===== src/rtl/fnd_display_scheduler_if.sv =====
// Bus between the display scheduler and its requesters / FND controller.
// The slave side is the scheduler; the master side drives requests and time sources.
interface fnd_display_scheduler_if;
  logic        tick_1khz;
  logic        i_src_sel;
  logic        i_view_next;
  logic        i_alert_req;
  logic [23:0] i_sw_data;
  logic [23:0] i_wt_data;
  logic [23:0] i_alert_data;
  logic [23:0] o_data;
  logic [1:0]  o_view;
  logic [1:0]  o_src;
  logic        o_blank;
  logic        o_alert_busy;
  logic        o_alert_ack;

  modport slave (
    input  tick_1khz, i_src_sel, i_view_next, i_alert_req,
    input  i_sw_data, i_wt_data, i_alert_data,
    output o_data, o_view, o_src, o_blank, o_alert_busy, o_alert_ack
  );

  modport master (
    output tick_1khz, i_src_sel, i_view_next, i_alert_req,
    output i_sw_data, i_wt_data, i_alert_data,
    input  o_data, o_view, o_src, o_blank, o_alert_busy, o_alert_ack
  );
endinterface


===== src/rtl/fnd_display_scheduler.sv =====
// Chooses what the 4-digit FND shows: stopwatch or watch time, with a timed
// one-shot alert overlay followed by a blank gap before returning to the base source.
module fnd_display_scheduler #(
  parameter int          HOLD_MS    = 3000,
  parameter int          GAP_MS     = 200,
  parameter logic [1:0]  ALERT_VIEW = 2'd1
) (
  input  logic                      clk,
  input  logic                      reset,
  fnd_display_scheduler_if.slave    bus
);

  localparam int CNT_MAX = (HOLD_MS > GAP_MS) ? HOLD_MS : GAP_MS;
  localparam int CNT_W   = $clog2(CNT_MAX + 1);
  localparam logic [CNT_W-1:0] HOLD_LOAD = CNT_W'(HOLD_MS - 1);
  localparam logic [CNT_W-1:0] GAP_LOAD  = (GAP_MS == 0) ? '0 : CNT_W'(GAP_MS - 1);

  localparam logic [1:0] ST_BASE  = 2'd0;
  localparam logic [1:0] ST_ALERT = 2'd1;
  localparam logic [1:0] ST_GAP   = 2'd2;

  logic [1:0]       state_q, state_d;
  logic [CNT_W-1:0] cnt_q, cnt_d;
  logic [23:0]      alert_q, alert_d;
  logic [1:0]       view_q, view_d;
  logic             src_sel_q, src_sel_d;
  logic [23:0]      data_q, data_d;
  logic [1:0]       view_out_q, view_out_d;
  logic [1:0]       src_q, src_d;
  logic             blank_q, blank_d;
  logic             busy_q, busy_d;
  logic             ack_q, ack_d;

  // A request always wins over a terminal tick, whatever state we are in.
  always_comb begin
    state_d = state_q;
    cnt_d   = cnt_q;
    alert_d = alert_q;
    ack_d   = 1'b0;
    if (bus.i_alert_req) begin
      state_d = ST_ALERT;
      cnt_d   = HOLD_LOAD;
      alert_d = bus.i_alert_data;
      ack_d   = 1'b1;
    end else if (bus.tick_1khz && state_q != ST_BASE) begin
      if (cnt_q != '0) begin
        cnt_d = cnt_q - 1'b1;
      end else if (state_q == ST_ALERT && GAP_MS != 0) begin
        state_d = ST_GAP;
        cnt_d   = GAP_LOAD;
      end else begin
        state_d = ST_BASE;
      end
    end
  end

  // A source change restarts the base view even while an alert is up.
  always_comb begin
    src_sel_d = bus.i_src_sel;
    view_d    = view_q;
    if (bus.i_src_sel != src_sel_q) begin
      view_d = 2'd0;
    end else if (state_q == ST_BASE && !bus.i_alert_req && bus.i_view_next) begin
      view_d = (view_q == 2'd2) ? 2'd0 : view_q + 2'd1;
    end
  end

  always_comb begin
    data_d     = '0;
    view_out_d = ALERT_VIEW;
    src_d      = 2'b10;
    blank_d    = 1'b0;
    busy_d     = 1'b1;
    case (state_d)
      ST_ALERT: data_d = alert_d;
      ST_GAP:   blank_d = 1'b1;
      default: begin
        data_d     = bus.i_src_sel ? bus.i_wt_data : bus.i_sw_data;
        view_out_d = view_d;
        src_d      = {1'b0, bus.i_src_sel};
        busy_d     = 1'b0;
      end
    endcase
  end

  always_ff @(posedge clk or negedge reset) begin
    if (!reset) begin
      state_q    <= ST_BASE;
      cnt_q      <= '0;
      alert_q    <= '0;
      view_q     <= 2'd0;
      src_sel_q  <= 1'b0;
      data_q     <= '0;
      view_out_q <= 2'd0;
      src_q      <= 2'd0;
      blank_q    <= 1'b0;
      busy_q     <= 1'b0;
      ack_q      <= 1'b0;
    end else begin
      state_q    <= state_d;
      cnt_q      <= cnt_d;
      alert_q    <= alert_d;
      view_q     <= view_d;
      src_sel_q  <= src_sel_d;
      data_q     <= data_d;
      view_out_q <= view_out_d;
      src_q      <= src_d;
      blank_q    <= blank_d;
      busy_q     <= busy_d;
      ack_q      <= ack_d;
    end
  end

  assign bus.o_data       = data_q;
  assign bus.o_view       = view_out_q;
  assign bus.o_src        = src_q;
  assign bus.o_blank      = blank_q;
  assign bus.o_alert_busy = busy_q;
  assign bus.o_alert_ack  = ack_q;

endmodule


===== src/flat_wrapper.sv =====
// flat-port wrapper written by rule: the top's interface ports become plain ports
module fnd_display_scheduler_flat 
#(
  parameter int          HOLD_MS    = 3000,
  parameter int          GAP_MS     = 200,
  parameter logic [1:0]  ALERT_VIEW = 2'd1
)
  (clk, reset, bus_tick_1khz, bus_i_src_sel, bus_i_view_next, bus_i_alert_req, bus_i_sw_data, bus_i_wt_data, bus_i_alert_data, bus_o_data, bus_o_view, bus_o_src, bus_o_blank, bus_o_alert_busy, bus_o_alert_ack);
  fnd_display_scheduler_if bus_i ();
  input  logic clk;
  input  logic reset;
  input wire logic [$bits(bus_i.tick_1khz)-1:0] bus_tick_1khz;
  input wire logic [$bits(bus_i.i_src_sel)-1:0] bus_i_src_sel;
  input wire logic [$bits(bus_i.i_view_next)-1:0] bus_i_view_next;
  input wire logic [$bits(bus_i.i_alert_req)-1:0] bus_i_alert_req;
  input wire logic [$bits(bus_i.i_sw_data)-1:0] bus_i_sw_data;
  input wire logic [$bits(bus_i.i_wt_data)-1:0] bus_i_wt_data;
  input wire logic [$bits(bus_i.i_alert_data)-1:0] bus_i_alert_data;
  output wire logic [$bits(bus_i.o_data)-1:0] bus_o_data;
  output wire logic [$bits(bus_i.o_view)-1:0] bus_o_view;
  output wire logic [$bits(bus_i.o_src)-1:0] bus_o_src;
  output wire logic [$bits(bus_i.o_blank)-1:0] bus_o_blank;
  output wire logic [$bits(bus_i.o_alert_busy)-1:0] bus_o_alert_busy;
  output wire logic [$bits(bus_i.o_alert_ack)-1:0] bus_o_alert_ack;
  assign bus_i.tick_1khz = bus_tick_1khz;
  assign bus_i.i_src_sel = bus_i_src_sel;
  assign bus_i.i_view_next = bus_i_view_next;
  assign bus_i.i_alert_req = bus_i_alert_req;
  assign bus_i.i_sw_data = bus_i_sw_data;
  assign bus_i.i_wt_data = bus_i_wt_data;
  assign bus_i.i_alert_data = bus_i_alert_data;
  assign bus_o_data = bus_i.o_data;
  assign bus_o_view = bus_i.o_view;
  assign bus_o_src = bus_i.o_src;
  assign bus_o_blank = bus_i.o_blank;
  assign bus_o_alert_busy = bus_i.o_alert_busy;
  assign bus_o_alert_ack = bus_i.o_alert_ack;
  fnd_display_scheduler #(.HOLD_MS(HOLD_MS), .GAP_MS(GAP_MS), .ALERT_VIEW(ALERT_VIEW)) u_core (.clk(clk), .reset(reset), .bus(bus_i));
endmodule

===== config.mk =====
export PLATFORM = sky130hd
export DESIGN_NAME = fnd_display_scheduler_flat
export DESIGN_NICKNAME = d
export VERILOG_FILES = /design/src/rtl/fnd_display_scheduler_if.sv /design/src/rtl/fnd_display_scheduler.sv /design/src/flat_wrapper.sv
export SDC_FILE = /design/constraint.sdc
export NUM_CORES = 1
export LEC_CHECK = 0
export BUFFER_PORTS_ARGS = -buffer_cell sky130_fd_sc_hd__buf_2
export CORE_MARGIN = 3
export CORE_UTILIZATION = 45
export CTS_BUF_LIST = sky130_fd_sc_hd__clkbuf_16
export DETAILED_ROUTE_END_ITERATION = 12
export PLACE_DENSITY = 0.78
export SLEW_MARGIN = 20
export SYNTH_ARGS = -nofsm -noshare
export SYNTH_HDL_FRONTEND = slang
export SYNTH_SLANG_ARGS = --single-unit

===== constraint.sdc =====
create_clock -name clk -period 4 [get_ports clk]
set_clock_uncertainty 0.05 [all_clocks]
set_input_delay 0.8 -clock clk [delete_from_list [all_inputs] [get_ports clk]]
set_output_delay 0.8 -clock clk [all_outputs]
set_load 0.005 [all_outputs]

=== Word level (Yosys, flattened, before mapping) ===
Cells that the tools add are included.

* Output and inout port bits: 31
* Bits in registers: 72
* Input port bits: 78
* Logic and storage cells: 48

* Multiplexer cells: 19
* Reductions and logical operators: 11
* Eq/ne operators: 5
* Add/sub/neg operators: 2

{| class="wikitable"
|+ Operators by type and width
! cell !! number
|-
| 12-bit two-way mux || 4
|-
| 24-bit two-way mux || 2
|-
| 24-bit case mux with 2 select lines || 1
|-
| 2-bit two-way mux || 9
|-
| 12-bit nonzero test || 1
|-
| 12-bit by 1-bit subtractor with 12-bit output, second input constant || 1
|-
| 2-bit by 1-bit == test with 1-bit output, second input constant || 2
|-
| 2-bit == test, second input constant || 2
|-
| 2-bit nonzero test || 2
|-
| 1-bit logical AND || 3
|-
| 1-bit two-way mux || 3
|-
| 3-bit nonzero test || 1
|-
| 2-bit by 1-bit adder with 2-bit output, second input constant || 1
|-
| 2-bit zero test || 1
|-
| 2-bit AND reduction || 1
|-
| 2-bit OR reduction || 1
|-
| 1-bit zero test || 1
|-
| 1-bit inequality test || 1
|}

=== Longest topological paths before layout ===
* Depth after elaboration: 8
* Depth in mapped cells: 11

=== Least setup slack after synthesis ===
No wires, ideal clock.

* Path kind: reg-to-reg
* From: register u_core.cnt_q[0]
* To: register u_core.data_q[9] (netlist: u_core.bus.o_data[9])
* Arrival time: 2615 ps
* Required time: 3830 ps
* Stages on the path, launching flop included: 12
* Path buffers: 1
* Slack: 1214 ps
* Library setup time: 120 ps
* Path through: dfrtp_1 -> inv_1 -> ha_1 -> nor3b_2 -> nand4_2 -> or4_4 -> a21oi_1 -> ha_1 -> inv_1 -> buf_1 -> nor2_1 -> a31o_2

* Cells in the longest elaborated chain, start to end: 6
* Elaborated cells between the ends (all ways): 7
* Those cells by class: 2 x eq/ne; 4 x mux; 1 x reduce/logical

{| class="wikitable"
|+ Ends and longest elaborated chain
! element !! line !! text
|-
| from (decl) || fnd_display_scheduler.sv:23 || <nowiki>logic [CNT_W-1:0] cnt_q, cnt_d;</nowiki>
|-
| from (signal assigned) || fnd_display_scheduler.sv:101 || <nowiki>cnt_q <= cnt_d;</nowiki>
|-
| 12-bit nonzero test (*) || fnd_display_scheduler.sv:46 || <nowiki>if (cnt_q != '0) begin</nowiki>
|-
| 2-bit two-way mux (*) || fnd_display_scheduler.sv:46 ||
|-
| 2-bit two-way mux (*) || fnd_display_scheduler.sv:45 || <nowiki>end else if (bus.tick_1khz && state_q != ST_BASE) begin</nowiki>
|-
| 2-bit two-way mux (*) || fnd_display_scheduler.sv:40 || <nowiki>if (bus.i_alert_req) begin</nowiki>
|-
| via u_core.state_d[1] || fnd_display_scheduler.sv:22 || <nowiki>logic [1:0] state_q, state_d;</nowiki>
|-
| 2-bit == test / 2-bit by 1-bit == test with 1-bit output (equally long branches) || fnd_display_scheduler.sv:74 || <nowiki>case (state_d)</nowiki>
|-
| 24-bit case mux with 2 select lines (*) || fnd_display_scheduler.sv:74 ||
|-
| via u_core.data_d[9] || fnd_display_scheduler.sv:27 || <nowiki>logic [23:0] data_q, data_d;</nowiki>
|-
| to (signal assigned) || fnd_display_scheduler.sv:105 || <nowiki>data_q <= data_d;</nowiki>
|-
| to (decl) || fnd_display_scheduler.sv:27 ||
|}

The timed path passes the listed nets; every way through them passes the cells marked *.
A chain may end at the register's enable or synchronous reset.

=== Final worst setup path ===
Same ends and word-level chain as after synthesis.

==> flow_summary.toml <==
[cts]
cts-root-buf = "clkbuf_16"
clk_pin_slew_ps = 50
insertion_delay_ps = 330
ctsResizeCount = 0
cts-htree-levels = 3
cts_tree = "yes"
postCtsHoldBufs = 0
cts_sinks = 71
cts_buffers = 9
clockBufferDepth = 2
cts_setup_buffers = 0

[layout]
final_cell_mix = "buf_2 (108), dfrtp_1 (71), o21ai_0 (28), nand3_1 (27), mux2i_1 (26)"
drive_gt1_frac = 0.421
area_delta_synth_final_pct = 27.6
fin_nets = 454
antenna_cells = 0
final_common_cell = "buf_2"

[setup_path]
cp.arrival_ps = 3170
rr_startpoint = "u_core.cnt_q[0]"
timing.reg2reg.setup_slack_ps = 1000
timing.rr.end = "u_core.bus.o_data[9]"
critPathLaunchType = "flip-flop"
critPathMaxFanout = 29
critPathRequiredTime_ps = 4170
rr_worst_depth = 11
critPathKind = "flip-flop to flip-flop"
end_kind = "flip-flop"

[detailed_routing]
postRouteAntennaNets = 0
drt-pass1-iter-count = 4
post-route-drc-count = 0
post_drt_wl_per_cell_um = 15.4
avgViaCountPerCell = 5.31
totalWireLength_um = 7300
num_vias = 2518
first_iter_violations = 182

[pwr]
powerDensity_nw_per_um2 = 421
p_leak_nw = 1.93
power_mw = 1.72
irDropWorstVdd_mv = 0.241

[place]
globalplace.congestion = 0.797
dp_hpwl_um = 5240
port_buffers = 108
post-place-ws_ps = 1030

[logic_synthesis]
synth_top_flop_cell = "dfrtp_1"
synth_area_sq_um = 3200
syn_nets = 348
netlist.area_leader.share = 0.555
ys_types = 49
yosysTopAreaCell = "dfrtp_1"
syn_area_per_cell_sq_um = 12.0
synthCells = 267
async_flop_share = 1.00
synth-edff-count = 0
netlist_top_cells_area = "dfrtp_1 (56%), mux2_2 (8.4%), mux2i_1 (8.1%), o21ai_0 (4.4%), nand3_1 (4.2%)"
synth_warnings = 0
ys_ff_latch = 71
seq_area_frac_synth = 0.555

[grt]
grt_pass1_vias = 2623
grt_start_max_net_pins = 43
grt_usage = 0.185
grt_antenna_before_repair = 0
overflow = 0
grt_first_pass_wirelength_um = 12100

[run]
drv_cap = 0

[timing]
slew_viol_final = 0
period_share = 0.750
finalHoldViolCount = 0
slew_headroom = 0.428
setup_violations = 0
tightest_slew_ps = 858
fin_setup_tns_ps = 0
rsz0062_at_grt = "false"
fin_ws_ps = 1000
fin_crit_ps = 3000
fmax_ghz = 0.334

[floorplanning]
dieArea_sq_um = 8160
die_w_um = 90.3
die_h_um = 90.3
core-area_sq_um = 6830
ios = 109
rows = 30
initial_core_util = 0.468

[hold_path]
hp-class = "primary input to asynchronous set/reset pin"

[status]
run_status = "completed"
## routing by layer
metal	vias to the layer above	part of all wire	global-route usage
met5	-	0	0
met4	0	0.020	0.0867
met3	13	0.080	0.0625
met2	93	0.50	0.300
met1	1221	0.40	0.222
li1	1191	-	-
## area by class of cell
cell class	count	area [sq um]
clock buffers	9	225
clock inverters	7	57.6
fillers	614	2750
inverters	5	18.8
multi-input cells	174	1320
flip-flops and latches	71	1780
well taps	96	120
repair buffers	112	571
## worst max-delay path: stages, from the launching register on
cell and delay (ps):
dfrtp_1 420, inv_1 80, ha_1 190, nor3b_2 270
nand4_2 210, or4_4 540, a21oi_1 200, ha_1 290
inv_1 80, buf_4 260, nor2_1 80, a31o_2 220
## cells in the mapped netlist, drive strengths merged (2+ instances only)
master  number
o21ai       30
buf         14
nand3       28
clkbuf       3
a21oi        4
nor2b        2
mux2i       26
a41oi        2
a21o         3
a211o        2
a211oi       2
nor3b        2
nand4        3
dfrtp       71
nor2         8
nand2b       2
nor3         6
nor4b        2
ha           3
mux2        25
or4          3
inv          5
nand2        6
## cells by family (layout without fill, tap and decap cells)
group | count (synthesis) | after routing | share of synthesized area
buffers and inverters | 22 | 133 | 0.0336
and+or+nand+nor | 69 | 69 | 0.133
AOI/OAI and AO/OA | 49 | 49 | 0.0919
DFF | 71 | 71 | 0.555
adders and majority gates | 3 | 3 | 0.0117
muxes | 51 | 51 | 0.169
xor gates and xnor gates | 2 | 2 | 0.00548
## state kept, by name, indices dropped and copies added (netlist names)
signal / flops
u_core.bus.o_alert_busy: 1
u_core.cnt_q: 12
u_core.alert_q: 24
u_core.state_q: 2
u_core.bus.o_blank: 1
u_core.src_sel_q: 1
u_core.bus.o_view: 2
u_core.bus.o_data: 24
u_core.bus.o_src: 1
u_core.view_q: 2
u_core.bus.o_alert_ack: 1
## worst max path at each step
stage                     from                    to  slack (ps)  cells after the start
2_1_floorplan  u_core.cnt_q[0]  u_core.bus.o_data[9]        1210                     11
3_3_place_gp   u_core.cnt_q[0]  u_core.bus.o_data[9]        1170                     11
3_5_place_dp   u_core.cnt_q[0]  u_core.bus.o_data[9]        1030                     11
4_1_cts        u_core.cnt_q[0]  u_core.bus.o_data[9]        1010                     11
5_1_grt        u_core.cnt_q[0]  u_core.bus.o_data[9]         780                     11
6_report       u_core.cnt_q[0]  u_core.bus.o_data[9]        1000                     11
## power by group
part | internal, mW | switching (mW) | leakage [nW] | total [mW]
registers | 0.770 | 0.0155 | 0.818 | 0.786
clock network | 0.472 | 0.281 | 0.147 | 0.753
logic | 0.0942 | 0.0876 | 0.967 | 0.182
total | 1.34 | 0.384 | 1.93 | 1.72
## through the flow
stage	hold slack [ps]	instance area [sq um]	std cells	util
after floorplan	422	3200	267	-
after global placement	432	3800	458	0.556
after detailed placement	436	3800	458	0.556
after CTS	448	4080	474	0.598
after global routing	462	4080	474	0.598
final	438	4080	474	0.598
(Power assumes the default switching activity.)
